`config.mk`:
```
export PLATFORM = sky130hd
export DESIGN_NAME = rpc_delay_tuner
export DESIGN_NICKNAME = d
export VERILOG_FILES = /design/src/rtl/rpc_delay_tuner.sv
export SDC_FILE = /design/constraint.sdc
export NUM_CORES = 1
export LEC_CHECK = 0
export CAP_MARGIN = 0
export CORE_UTILIZATION = 39
export DETAILED_ROUTE_END_ITERATION = 10
export GPL_ROUTABILITY_DRIVEN = 0
export PLACE_DENSITY_LB_ADDON = 0.2
export SLEW_MARGIN = 20
export SYNTH_ARGS = -nofsm -noshare
export SYNTH_HDL_FRONTEND = slang
export SYNTH_SLANG_ARGS = --single-unit
```
`constraint.sdc`:
```
create_clock -name clk_i -period 1.9 [get_ports clk_i]
set_clock_uncertainty 0.15 [all_clocks]
set_input_delay 0.57 -clock clk_i [delete_from_list [all_inputs] [get_ports clk_i]]
set_output_delay 0.57 -clock clk_i [all_outputs]
set_load 0.03 [all_outputs]
```
`src/rtl/rpc_delay_tuner.sv`:
```
// rpc_delay_tuner: walks the code of a programmable delay line toward a requested value.
// Each code change is followed by a settle interval. The line enable is gated off before
// the code moves when the request disables it, and is restored only on completion.
//
// Build option:
//   RPC_DELAY_TUNER_RAMP_EN  defined   -> the code ramps one LSB per step
//                            undefined -> the code jumps straight to the target in one step
//
// Ports:
//   clk_i        clock; all state changes on its rising edge
//   rst_i        synchronous active-high reset
//   cfg_valid_i  request present
//   cfg_ready_o  request accepted when cfg_valid_i && cfg_ready_o
//   cfg_delay_i  target delay code
//   cfg_enable_i target delay line enable
//   delay_o      current code driven to the delay line
//   enable_o     delay line enable
//   busy_o       request in progress
//   done_o       single-cycle pulse when a request completes
module rpc_delay_tuner #(
    parameter int unsigned DelayWidth   = 5,
    parameter int unsigned SettleCycles = 4
) (
    input  logic                  clk_i,
    input  logic                  rst_i,
    input  logic                  cfg_valid_i,
    output logic                  cfg_ready_o,
    input  logic [DelayWidth-1:0] cfg_delay_i,
    input  logic                  cfg_enable_i,
    output logic [DelayWidth-1:0] delay_o,
    output logic                  enable_o,
    output logic                  busy_o,
    output logic                  done_o
);

    localparam int unsigned CntWidth = (SettleCycles > 1) ? $clog2(SettleCycles) : 1;

    localparam logic [1:0] StIdle   = 2'd0;
    localparam logic [1:0] StStep   = 2'd1;
    localparam logic [1:0] StSettle = 2'd2;

    logic [1:0]            state_q, state_d;
    logic [DelayWidth-1:0] delay_q, delay_d;
    logic [DelayWidth-1:0] target_q, target_d;
    logic                  en_q, en_d;
    logic                  enable_q, enable_d;
    logic                  done_q, done_d;
    logic [CntWidth-1:0]   cnt_q, cnt_d;

    always_comb begin
        state_d  = state_q;
        delay_d  = delay_q;
        target_d = target_q;
        en_d     = en_q;
        enable_d = enable_q;
        done_d   = 1'b0;
        cnt_d    = cnt_q;

        case (state_q)
            StIdle: begin
                if (cfg_valid_i) begin
                    target_d = cfg_delay_i;
                    en_d     = cfg_enable_i;
                    if (cfg_delay_i == delay_q) begin
                        done_d   = 1'b1;
                        enable_d = cfg_enable_i;
                    end else begin
                        state_d = StStep;
                        // Gate the line before the code starts to move.
                        if (!cfg_enable_i) begin
                            enable_d = 1'b0;
                        end
                    end
                end
            end
            StStep: begin
`ifdef RPC_DELAY_TUNER_RAMP_EN
                // target_q is in range, so a single LSB move can never wrap.
                if (target_q > delay_q) begin
                    delay_d = delay_q + 1'b1;
                end else begin
                    delay_d = delay_q - 1'b1;
                end
`else
                delay_d = target_q;
`endif
                cnt_d   = CntWidth'(SettleCycles - 1);
                state_d = StSettle;
            end
            StSettle: begin
                if (cnt_q != '0) begin
                    cnt_d = cnt_q - 1'b1;
                end else if (delay_q == target_q) begin
                    state_d  = StIdle;
                    done_d   = 1'b1;
                    enable_d = en_q;
                end else begin
                    state_d = StStep;
                end
            end
            default: begin
                state_d = StIdle;
            end
        endcase
    end

    always_ff @(posedge clk_i) begin
        if (rst_i) begin
            state_q  <= StIdle;
            delay_q  <= '0;
            target_q <= '0;
            en_q     <= 1'b0;
            enable_q <= 1'b0;
            done_q   <= 1'b0;
            cnt_q    <= '0;
        end else begin
            state_q  <= state_d;
            delay_q  <= delay_d;
            target_q <= target_d;
            en_q     <= en_d;
            enable_q <= enable_d;
            done_q   <= done_d;
            cnt_q    <= cnt_d;
        end
    end

    assign cfg_ready_o = (state_q == StIdle) && !rst_i;
    assign busy_o      = (state_q != StIdle);
    assign delay_o     = delay_q;
    assign enable_o    = enable_q;
    assign done_o      = done_q;

endmodule

```
==> impl_results.md <==
- DR WL/cell: approximately 12 µm
- DP HPWL: between 1 and 1.5 mm
- Element type at the critical path start: primary input
- Leak Pwr: approximately 0.52 nW
- Core area: around 2000 µm²
- Hold crit path type: reg -> reg
- DRT Pass-1 Iters: 4
- Final setup viols: 0
- WL met2: ~810 µm
- Internal reg-to-reg setup slack: around 0.10 ns
- Dpl cell area: 1102 µm²
- Mapped cell area: 844.6 µm²
- ANT cells: 0
- DRT iter0 DRCs: 8
- Worst reg-to-reg path cell count: 5
- Net Count, Synth: around 110
- Combinational share of power: between 20% and 30%
- Critical path data arrival time: about 1.9 ns
- # clock sinks: 17
- PortBufs: 17
- Share of cells above drive strength 1: approximately a fifth
- Crit path to: enable_o
- Yosys reg bits: 17
- Main combinational cell family by area after synthesis: simple AND/OR/NAND/NOR gates
- Outcome: completed
- Fin nets: 130
- Area grow syn2layout: 32.74%
- Most frequent cells in the layout: 18 x nor2_1, 15 x dfxtp_1, 11 x mux2i_1
- Top Ports: 18
- Synth Area in Adders: between 1 and 1.5%
- Sequential power share: between 40% and 50%
- Total grt overflow: 0
- Post-synthesis cell count: between 90 and 100
- WL met1: 844 µm
- Post-DRT Antenna Nets: 0
- Vias/cell: 5.000
- CTS Hold Bufs: 0
- DIE WIDTH: 48.54 µm
- CTS Buffer Depth: 2
- Hold Vio Cnt, Final: 0
- Largest cells by area after synthesis: dfxtp_1 40%, mux2i_1 13%, nor2_1 8.9%
- WL final: 1.767 mm
- Synth cell types: 30
- Period utilisation layout: between 90% and 100%
- Proportion of synthesized area in mux cells: roughly 14%
- Die area: about 2400 µm²
- Metal3 WL: between 70 and 80 µm
- Minimum clock period after layout: ~1.9 ns
- Relative max-transition margin: 76.03%
- Nature of the critical path endpoint: flop
- FP Rows: 16
- Register area share after synthesis: 40.30%
- Drt drc: 0
- Fin area: between 1000 and 1500 µm²
- Synthesis Warnings: 0
- Kind of critical path: in -> reg
- Highest routed layer: met4
- Area leader, netlist: dfxtp_1
- XOR/XNOR Fraction of Synth Area: roughly 10%
- Pin count of the biggest net entering global routing: 19
- Most common cell after layout, fill and taps aside: nor2_1
- Vias in the first global route: between 600 and 700
- Cell internal pwr: between 0.0005 and 0.0006 W
- Complex-gate fraction of the synthesized area: 8.593%
- Post-synthesis simple-gate area fraction: a little over a fifth
- WP data required: slightly below 2 ns
- Fin. max-slew vios: 0
- Clock slew seen by the registers of the worst setup and hold paths: around 0.11 ns
- GR Util All Layers: roughly 17%
- Starting density of the core: between 40% and 50%
- Critical R2R Capture: enable_o
- Worst Hold Slack: 0.3659 ns
- CTS Buf Count: 3
- Worst flop-to-flop path startpoint: delay_o[1]
- Initial antenna violation count: 0
- Via count: 730
- H-Tree Level Count: 1
- F_max: about 540 MHz
- Clock latency on the worst-skew pair: ~0.3 ns
- Root Buffer: clkbuf_4
- Sw Ratio: between 30 and 40%
- Avg Cell Area, Syn: slightly below 9 µm²
- TritonCTS clock tree: built
- First-pass GRT wire length: 3.063 mm
- P_sw: between 0.0002 and 0.0003 W
- Critical Path Fanout Max: 2
- Die Y: roughly 49 µm
- Top cell type's share of synthesized area: 40.30%
- Pwr Density: 729.4 nW/µm²
- Clock network power share: about a quarter
- Measured slew at the worst slew-check pin: 0.3586 ns
- Total power draw: roughly 0.0008 W
- Max VDD drop: roughly 0.35 mV
- CP startpoint: cfg_delay_i[3]
- MaxCap Viol Count: 0
## logic make-up (layout without fill, tap and decap cells)
logic type,Yosys count,in the layout
DFF,17,17
buffers and inverters,8,32
AOI/OAI and AO/OA,10,10
muxes,12,12
and+or+nand+nor,37,37
xor gates and xnor gates,10,10
adders and majority gates,1,1
## area by class of cell
class	instances	area, µm²
Clock buffer	4	26.28
Fill cell	194	880.8
Inverter	4	15.01
Multi-Input combinational cell	70	489.2
Sequential cell	17	342.8
Tap cell	27	33.78
Timing Repair Buffer	24	214.0
## power by group through the flow
stage,registers (W),logic (W),clock network (W)
after floorplan,0.000407,0.000133,0
after global placement,0.000402,0.000215,0
after detailed placement,0.000404,0.000218,0
after CTS,0.000395,0.000214,0.000211
after global routing,0.000398,0.000238,0.000225
final,0.000395,0.000216,0.000206
## registers in the layout, indices dropped and copies added (netlist names)
register,cells
delay_o,5
done_o,1
en_q,1
cnt_q,2
target_q,5
state_q,2
enable_o,1
## Yosys cell counts
cell type / instances
ha_1: 1
nand3b_1: 1
nand2b_1: 1
nand3_1: 1
xor2_1: 5
nand4_1: 1
nor3_2: 1
mux2i_1: 11
o21ai_0: 2
a311oi_2: 1
dfxtp_1: 17
or3_1: 2
clkbuf_1: 2
inv_1: 4
a211oi_1: 1
xnor2_1: 5
or2_1: 1
buf_1: 1
a22oi_1: 1
mux2_1: 1
a41oi_1: 1
a32oi_1: 1
nor2b_1: 1
nor2_4: 1
nand2_1: 3
or2_2: 1
nor2_1: 20
buf_2: 1
a21oi_1: 3
nor3_1: 3
## critical path, cell delays in order
cell             delay [ns]
clkdlybuf4s15_1        0.19
xnor2_1                0.15
nand2_1                0.09
or2_1                  0.26
a311oi_2               0.33
mux2_4                 0.33
## stage by stage
step	TNS (ns)	worst slack [ns]	utilization [%]	std cells
6_report	0	0.03989	56.00	146
5_1_grt	-0.03076	-0.03076	56.00	146
4_1_cts	0	0.02853	55.69	146
3_5_place_dp	-1.833	-0.5467	55.06	142
3_3_place_gp	-1.622	-0.5154	55.06	142
2_1_floorplan	0	0.002409	-	95
## worst min path at each step
stage / slack [ns] / endpoint / startpoint / cells after the start
CTS: 0.37 / cnt_q[1] / cnt_q[1] / 2
detailed placement: 0.35 / cnt_q[1] / cnt_q[1] / 2
floorplan: 0.31 / en_q / en_q / 2
finish: 0.37 / cnt_q[1] / cnt_q[1] / 2
global placement: 0.33 / en_q / en_q / 2
global route: 0.40 / cnt_q[1] / cnt_q[1] / 2
## layer usage
layer	vias up	GRT usage, %
met2	19	27.93
met4	0	8.824
met5	-	0
met1	337	21.37
li1	370	-
met3	4	2.830
## what timing repair did
item | 4_1_cts | 5_1_grt
pin swaps | 4 | 9
setup endpoints to repair | 10 | 2
buffers inserted | 0 | 0
resized for setup | 14 | 10
No activity file was read; power rests on OpenSTA's default activity.
